===== src/rtl/l1_trigger_event_formatter.sv =====
// l1_trigger_event_formatter
// Post-processes the raw per-beam L1 trigger bitmap. Each beam is masked and
// subjected to a programmable holdoff, then drives two outputs:
//   * a pulse-stretched bitmap on the DAC stream, packed 12 bits per 16-bit lane
//   * timestamped event records through a first-word-fall-through FIFO with a
//     saturating count of dropped records
module l1_trigger_event_formatter #(
    parameter int NBEAMS     = 2,
    parameter int STRETCH    = 4,
    parameter int FIFO_DEPTH = 16
) (
    input  logic                          aclk,
    input  logic                          aresetn,
    input  logic [NBEAMS-1:0]             trig_i,
    input  logic [NBEAMS-1:0]             mask_i,
    input  logic [15:0]                   holdoff_i,
    output logic [127:0]                  dac_tdata,
    output logic                          dac_tvalid,
    output logic [127:0]                  evt_tdata,
    output logic                          evt_tvalid,
    input  logic                          evt_tready,
    output logic [$clog2(FIFO_DEPTH):0]   fifo_count_o,
    output logic [15:0]                   overflow_count_o
);

    localparam int PTR_W = $clog2(FIFO_DEPTH);
    localparam int CNT_W = PTR_W + 1;

    // Depth and stretch length as sized constants so every compare and load
    // is width-exact.
    localparam logic [CNT_W-1:0] DEPTH_C   = CNT_W'(FIFO_DEPTH);
    localparam logic [7:0]       STRETCH_C = 8'(STRETCH);

    // ------------------------------------------------------------------
    // State
    // ------------------------------------------------------------------
    logic [31:0]       r_ts;
    logic [15:0]       r_hold_cnt [NBEAMS];
    logic [7:0]        r_str_cnt  [NBEAMS];
    logic [NBEAMS-1:0] r_fire;
    logic [31:0]       r_fire_ts;
    logic [NBEAMS-1:0] r_sbits;
    logic              r_dac_valid;

    logic [127:0]      r_mem [FIFO_DEPTH];
    logic [PTR_W-1:0]  r_wr_ptr;
    logic [PTR_W-1:0]  r_rd_ptr;
    logic [CNT_W-1:0]  r_count;
    logic [15:0]       r_ovf_cnt;

    // ------------------------------------------------------------------
    // Combinational nets
    // ------------------------------------------------------------------
    logic [NBEAMS-1:0] w_fire_next;
    logic [95:0]       w_fire96;
    logic [95:0]       w_sbits96;
    logic [127:0]      w_dac_word;
    logic [127:0]      w_record;
    logic              w_valid;
    logic              w_push_req;
    logic              w_pop;
    logic              w_push_ok;

    // Fire decision: raw trigger, not masked, and the beam's holdoff has expired.
    always_comb begin
        w_fire_next = {NBEAMS{1'b0}};
        for (int b = 0; b < NBEAMS; b++) begin
            if ((r_hold_cnt[b] == 16'd0) && trig_i[b] && !mask_i[b]) begin
                w_fire_next[b] = 1'b1;
            end else begin
                w_fire_next[b] = 1'b0;
            end
        end
    end

    // Free-running 32-bit timestamp; wraps naturally at 2^32.
    always_ff @(posedge aclk or negedge aresetn) begin
        if (!aresetn) begin
            r_ts <= 32'd0;
        end else begin
            r_ts <= r_ts + 32'd1;
        end
    end

    // Per-beam holdoff and stretch counters: a fire reloads both (a retrigger
    // restarts the stretch rather than extending it), otherwise each counts
    // down to zero and stays there.
    always_ff @(posedge aclk or negedge aresetn) begin
        if (!aresetn) begin
            for (int b = 0; b < NBEAMS; b++) begin
                r_hold_cnt[b] <= 16'd0;
                r_str_cnt[b]  <= 8'd0;
            end
        end else begin
            for (int b = 0; b < NBEAMS; b++) begin
                if (w_fire_next[b]) begin
                    r_hold_cnt[b] <= holdoff_i;
                    r_str_cnt[b]  <= STRETCH_C;
                end else begin
                    if (r_hold_cnt[b] != 16'd0) begin
                        r_hold_cnt[b] <= r_hold_cnt[b] - 16'd1;
                    end
                    if (r_str_cnt[b] != 8'd0) begin
                        r_str_cnt[b] <= r_str_cnt[b] - 8'd1;
                    end
                end
            end
        end
    end

    // Register the fire vector with the timestamp of the sampling edge, the
    // stretched DAC bits, and the DAC valid flag (high from the first edge).
    always_ff @(posedge aclk or negedge aresetn) begin
        if (!aresetn) begin
            r_fire      <= {NBEAMS{1'b0}};
            r_fire_ts   <= 32'd0;
            r_sbits     <= {NBEAMS{1'b0}};
            r_dac_valid <= 1'b0;
        end else begin
            r_fire      <= w_fire_next;
            r_fire_ts   <= r_ts;
            r_dac_valid <= 1'b1;
            for (int b = 0; b < NBEAMS; b++) begin
                r_sbits[b] <= (r_str_cnt[b] != 8'd0);
            end
        end
    end

    // Zero-extend the fire and stretch bitmaps to the fixed 96-bit field.
    always_comb begin
        w_fire96  = 96'd0;
        w_sbits96 = 96'd0;
        for (int b = 0; b < NBEAMS; b++) begin
            w_fire96[b]  = r_fire[b];
            w_sbits96[b] = r_sbits[b];
        end
    end

    // 12-in-16 packing: each 16-bit DAC lane carries 12 bitmap bits in its
    // upper bits with the low nibble held at zero.
    always_comb begin
        w_dac_word = 128'd0;
        for (int i = 0; i < 8; i++) begin
            w_dac_word[16*i +: 4]   = 4'd0;
            w_dac_word[16*i+4 +: 12] = w_sbits96[12*i +: 12];
        end
    end

    // Record layout and FIFO handshake. A full FIFO still accepts a push when
    // a pop retires the head on the same edge; an empty FIFO never pops.
    always_comb begin
        w_record   = {r_fire_ts, w_fire96};
        w_valid    = (r_count != {CNT_W{1'b0}});
        w_push_req = |r_fire;
        w_pop      = w_valid & evt_tready;
        if (w_push_req && ((r_count < DEPTH_C) || w_pop)) begin
            w_push_ok = 1'b1;
        end else begin
            w_push_ok = 1'b0;
        end
    end

    // Event storage; contents are qualified by the occupancy count, so the
    // array itself carries no reset.
    always_ff @(posedge aclk) begin
        if (w_push_ok) begin
            r_mem[r_wr_ptr] <= w_record;
        end
    end

    // FIFO pointers, exact occupancy count and saturating drop counter.
    always_ff @(posedge aclk or negedge aresetn) begin
        if (!aresetn) begin
            r_wr_ptr  <= {PTR_W{1'b0}};
            r_rd_ptr  <= {PTR_W{1'b0}};
            r_count   <= {CNT_W{1'b0}};
            r_ovf_cnt <= 16'd0;
        end else begin
            if (w_push_ok) begin
                r_wr_ptr <= r_wr_ptr + PTR_W'(1);
            end
            if (w_pop) begin
                r_rd_ptr <= r_rd_ptr + PTR_W'(1);
            end
            case ({w_push_ok, w_pop})
                2'b10:   r_count <= r_count + CNT_W'(1);
                2'b01:   r_count <= r_count - CNT_W'(1);
                default: r_count <= r_count;
            endcase
            if (w_push_req && !w_push_ok && (r_ovf_cnt != 16'hFFFF)) begin
                r_ovf_cnt <= r_ovf_cnt + 16'd1;
            end
        end
    end

    // Output drive. The head word is forced to zero while empty so the data
    // bus reads zero during and right after reset.
    always_comb begin
        dac_tdata        = w_dac_word;
        dac_tvalid       = r_dac_valid;
        evt_tvalid       = w_valid;
        fifo_count_o     = r_count;
        overflow_count_o = r_ovf_cnt;
        if (w_valid) begin
            evt_tdata = r_mem[r_rd_ptr];
        end else begin
            evt_tdata = 128'd0;
        end
    end

endmodule


===== config.mk =====
export PLATFORM = sky130hd
export DESIGN_NAME = l1_trigger_event_formatter
export DESIGN_NICKNAME = d
export VERILOG_FILES = /design/src/rtl/l1_trigger_event_formatter.sv
export SDC_FILE = /design/constraint.sdc
export NUM_CORES = 1
export LEC_CHECK = 0
export BUFFER_PORTS_ARGS = -buffer_cell sky130_fd_sc_hd__buf_2
export CAP_MARGIN = 40
export CORE_UTILIZATION = 47
export CTS_CLUSTER_SIZE = 24
export DETAILED_ROUTE_END_ITERATION = 6
export GPL_TIMING_DRIVEN = 0
export PLACE_DENSITY = 0.66
export REMOVE_ABC_BUFFERS = 1
export SLEW_MARGIN = 20
export SYNTH_ARGS = -nofsm -noshare
export SYNTH_HDL_FRONTEND = slang
export SYNTH_SLANG_ARGS = --single-unit

===== constraint.sdc =====
create_clock -name aclk -period 5.05 [get_ports aclk]
set_input_delay 0.2525 -clock aclk [delete_from_list [all_inputs] [get_ports aclk]]
set_output_delay 0.2525 -clock aclk [all_outputs]
set_load 0.005 [all_outputs]

; ---- Word-level counts from Yosys, hierarchy flattened
; Memory sizes are Yosys's and may differ from the RTL's.
; Cells that the tools add are included.
[word_totals]
word_cells = 68
mem_bits_rw = 544
ff_bits = 146
out_inout_bits = 279
n_memories = 1
in_bits = 23
[op_classes]
reduce_logical = 24
muxes = 15
bitwise = 1
order_cmp = 1
n_addsub = 10
eq_ne = 3
[mem_list]
columns = name, depth, word_bits, rd, rd_clocked_by_memory_dff, write_ports, line
row1 = r_mem, 16, 34, 1, 0, 1, 45  ; logic [127:0] r_mem [FIFO_DEPTH];
[op_table]
columns = cell, n
row1 = 128-bit 2-to-1 mux, 1
row2 = 16-bit 2-to-1 mux, 4
row3 = 32-bit by 1-bit adder with 32-bit output (second input constant), 1
row4 = 16-bit zero test, 2
row5 = 8-bit 2-to-1 mux, 4
row6 = 16-bit nonzero test, 2
row7 = 16-bit by 1-bit subtractor with 16-bit output (second input constant), 2
row8 = 16-bit by 1-bit adder with 16-bit output (second input constant), 1
row9 = 16-bit != test (second input constant), 1
row10 = 8-bit nonzero test, 2
row11 = 8-bit by 1-bit subtractor with 8-bit output (second input constant), 2
row12 = 5-bit one-hot mux with 2 select lines, 1
row13 = 2-bit nonzero test, 5
row14 = 4-bit by 1-bit adder with 4-bit output (second input constant), 2
row15 = 1-bit logical AND, 7
row16 = 5-bit by 1-bit adder with 5-bit output (second input constant), 1
row17 = 5-bit < comparator (second input constant), 1
row18 = 1-bit 2-to-1 mux, 5
row19 = 5-bit nonzero test, 1
row20 = 5-bit by 1-bit subtractor with 5-bit output (second input constant), 1
row21 = 1-bit zero test, 3
row22 = 2-bit by 1-bit == test with 1-bit output (second input constant), 1
row23 = 2-bit == test (second input constant), 1
row24 = 2-bit OR reduction, 1
row25 = 2 further kinds, 2

; ---- Depth between registers and ports, before layout
[depth]
word_depth = 8
mapped_depth = 13
mapped_depth_nobuf = 11

; ---- Least setup slack after synthesis
; OpenSTA, ideal clock, no wires.
[synth_timing]
kind = reg-to-reg
from = register r_fire[1]
to = memory r_mem[3][0] in the netlist's numbering (enable)
setup_time_ps = 467
path_buffers = 0
slack_ps = 1030
period_less_slack_ps = 4020
arrival_time_ps = 3553
stages_incl_launch_ff = 5
t_required_ps = 4583
cell_sequence = dfrtp_1 > nor2_1 > nor2_1 > nand2_1 > nor3_1
[synth_via]
elab_chain_cells = 5
[synth_rtl]
columns = element, line
row1 = "start, declared", 40  ; logic [NBEAMS-1:0] r_fire;
row2 = "start signal, assigned", 115  ; r_fire <= {NBEAMS{1'b0}};
row3 = "start signal, assigned", 120  ; r_fire <= w_fire_next;
row4 = 2-bit OR reduction, 154  ; w_push_req = |r_fire;
row5 = 1-bit logical AND, 156  ; if (w_push_req && ((r_count < DEPTH_C) || w_pop)) begin
row6 = 1-bit 2-to-1 mux, 156
row7 = 1-bit 2-to-1 mux, 166  ; if (w_push_ok) begin
row8 = 1-bit 2-to-1 mux (implied by the code), 167  ; r_mem[r_wr_ptr] <= w_record;
row9 = "end, declared", 45
; Every way passes these cells.

; ---- Worst setup path after layout
[layout_timing]
from = register r_fire[1]
to = memory r_mem[3][28] in the netlist's numbering (enable)
; Same word-level chain as after synthesis.

==> impl_metrics.py <==
metrics = {
    "timing": {
        "slew_headroom_pct": 46.7,
        "min_period_ns": 3.15,
        "finalClockSkew_ns": 0.0209,
        "post-route-period-util_pct": 62.3,
        "max_freq_mhz": 318,
        "finalSetupViolations": 0,
        "whs_ns": 0.0604,
        "rsz0062_at_grt": "no",
        "worst_slack_ns": 1.90,
        "tightest_slew_ns": 0.797,
        "finalHoldViolations": 0,
        "slew_viol_final": 0,
    },
    "synthesis": {
        "synthArstFlopShare_pct": 21.2,
        "synth_edf_count": 544,
        "synth_cells": 1671,
        "ys_ff_latch": 690,
        "yosysSeqAreaShare_pct": 69.5,
        "syn_avg_cell_area_um2": 17.2,
        "postSynth.topFlopCell": "edfxtp_1",
        "synth_area_mm2": 0.0287,
        "synth.distinct_cells": 55,
        "yosys_warnings": 0,
    },
    "cells_and_area": {
        "syn_to_final_growth_pct": 14.1,
        "layout_commonest_cell": "edfxtp_1",
        "nNetsFinal": 1880,
        "final_cell_mix": "edfxtp_1 (544), conb_1 (221), dfrtp_1 (142)",
        "diodes": 0,
        "final_core_util_pct": 54.3,
        "final_layout_size_suffix_gt1_share_pct": 22.3,
    },
    "route": {
        "antenna_left": 0,
        "viasPerCell": 5.39,
        "firstDrtPassIters": 5,
        "wl_per_cell_um": 22.0,
        "vias": 14400,
        "drcViolationCount": 0,
        "drt_iter0_drc": 1166,
        "wl_um": 58900,
    },
    "worst_hold_path": {
        "holdPathEnd": "r_fire[0]$_DFF_PN0_",
        "min_from": "trig_i[0]",
        "worst_hold_path_type": "primary input to register",
        "whs_path_depth": 3,
    },
    "clocking": {
        "clkLatencyLatePin_ns": 0.61,
        "clk_pin_slew_worst_paths_ns": 0.06,
        "numCtsBuffers": 71,
        "cts_buffer_depth": 3,
        "cts_resized": 0,
        "cts_tree": "yes",
        "cts_root_buf": "clkbuf_16",
        "clock-sinks": 690,
        "post_cts_buffers": 0,
        "htree_levels": 3,
    },
    "critical_path": {
        "cp_slowest_stage_delay_ns": 0.72,
        "startpoint_type": "register",
        "crit_arrival_ns": 3.46,
        "crit_fanout": 18,
        "slowest_stage": "dfrtp_1",
        "r2r-end": "r_mem[3][28]$_DFFE_PP_",
        "r2r-start": "r_fire[1]$_DFF_PN0_",
        "critPathKind": "register to register",
        "r2r_cells": 7,
        "r2r_setup_slack_ns": 1.90,
        "critPathRequiredTime_ns": 5.36,
        "cp-end-kind": "register",
        "crit_chain": "nor2_1, nor2_1, nand2_1, nor3_2, buf_4, buf_6, buf_4",
        "path_buf_inv": 3,
        "crit_family": "simple AND/OR/NAND/NOR gates",
    },
    "die": {
        "die_area_mm2": 0.0622,
        "ios": 302,
        "die_w_um": 249,
        "die_h_um": 249,
        "num_rows": 90,
        "start_util_pct": 47.6,
        "core-area_mm2": 0.0604,
    },
    "power_and_ir_drop": {
        "p_leak_nw": 12.7,
        "ir_drop_v": 0.000345,
        "power_w": 0.0145,
        "powerDensity_mw_per_mm2": 441,
    },
    "placed_design": {
        "gp_congestion": 0.809,
        "place_ws_ns": 1.91,
        "portBuffers": 81,
        "hpwl_um": 37300,
    },
    "global_route": {
        "antenna_found_initial": 0,
        "grt_pass1_wl_um": 89500,
        "grt_max_degree": 78,
        "overflow": 0,
        "grt_pass1_vias": 14600,
        "grt_use_total_pct": 19.2,
    },
    "run": {
        "maxCapViolCount": 0,
    },
    "status": {
        "status": "complete, no violations",
    },
}
[stage by stage]
| stage | instances | area (µm²) | setup TNS, ns |
|---|---|---|---|
| 2_1_floorplan | 1608 | 27600 | -52.10 |
| 3_3_place_gp | 2471 | 29000 | -662.38 |
| 3_5_place_dp | 2531 | 30300 | 0 |
| 4_1_cts | 2678 | 32800 | 0 |
| 5_1_grt | 2679 | 32800 | 0 |
| 6_report | 2679 | 32800 | 0 |
[cells by family (layout without fill, tap and decap cells)]
family / count (synthesis) / in the layout / share of synthesized area, %
and+or+nand+nor: 271 / 271 / 4.92
other: 2 / 221 / 0.0261
xor gates and xnor gates: 69 / 69 / 2.10
AOI/OAI and AO/OA: 102 / 102 / 2.20
DFF: 690 / 690 / 69.5
muxes: 219 / 219 / 13.6
buffers and inverters: 302 / 309 / 6.94
adders and majority gates: 16 / 16 / 0.696
[flip-flops by register name, indices dropped and copies added (netlist names)]
signal,cells
r_fire,2
r_mem,544
r_ts,32
r_rd_ptr,4
r_hold_cnt,32
dac_tvalid,1
r_fire_ts,32
r_str_cnt,16
r_sbits,2
fifo_count_o,5
r_wr_ptr,4
overflow_count_o,16
[power breakdown]
| group | internal, W | switching [W] | leakage (nW) |
|---|---|---|---|
| Clock | 0.00302 | 0.00214 | 1.13 |
| Combinational | 0.00130 | 0.00138 | 3.98 |
| Sequential | 0.00625 | 0.000377 | 7.63 |
[per-layer routing]
layer / part of all wire [%] / GRT usage (%) / vias up
met5: 0 / 0 / -
met4: 2.2 / 4.96 / 0
met3: 5.9 / 3.83 / 106
met2: 49 / 31.0 / 475
met1: 43 / 26.8 / 7495
li1: - / - / 6356
[tightest hold or removal path: stages]
cell and delay (ns):
buf_2 0.10, nand2b_1 0.17, nor3_1 0.09
[cell usage after synthesis, types with 11 or more instances]
master,count,area share (%)
buf_4,221,5.8
buf_1,11,0.14
nor2_1,54,0.71
ha_1,16,0.70
nand2_1,48,0.63
o22ai_1,34,0.74
dfrtp_1,146,13
inv_1,20,0.26
a21oi_1,19,0.33
xor2_1,25,0.76
mux2i_1,77,2.7
edfxtp_1,544,57
nand4_1,12,0.26
buf_2,19,0.33
clkbuf_1,30,0.39
mux4_2,136,11
nor3_1,35,0.61
xnor2_1,44,1.3
or3_1,12,0.26
o21ai_0,20,0.35
nand3_1,44,0.77
[area by class of cell]
class / count / area [µm²]
clock buffer: 98 / 1990
clock inverter: 31 / 304
fill: 4696 / 27600
inverter: 20 / 75.1
multi-input combinational: 898 / 7700
sequential: 690 / 20000
tap: 782 / 978
timing repair buffer: 160 / 1740
[worst max path at each step]
stage                            startpoint                     end  depth (start not counted)
finish                  r_fire[1]$_DFF_PN0_  r_mem[3][28]$_DFFE_PP_                          7
global route            r_fire[1]$_DFF_PN0_  r_mem[3][28]$_DFFE_PP_                          7
global placement    r_rd_ptr[0]$_DFFE_PN0P_          evt_tdata[107]                          4
floorplan           r_rd_ptr[0]$_DFFE_PN0P_            evt_tdata[0]                          3
detailed placement      r_fire[1]$_DFF_PN0_  r_mem[3][25]$_DFFE_PP_                          7
CTS                 r_rd_ptr[0]$_DFFE_PN0P_          evt_tdata[118]                          6
[timing repair]
action | in CTS | in global routing
hold buffers | 18 | 0
hold endpoints to repair | 99 | 0
setup endpoints to repair | 0 | 0
(Power assumes the default switching activity.)
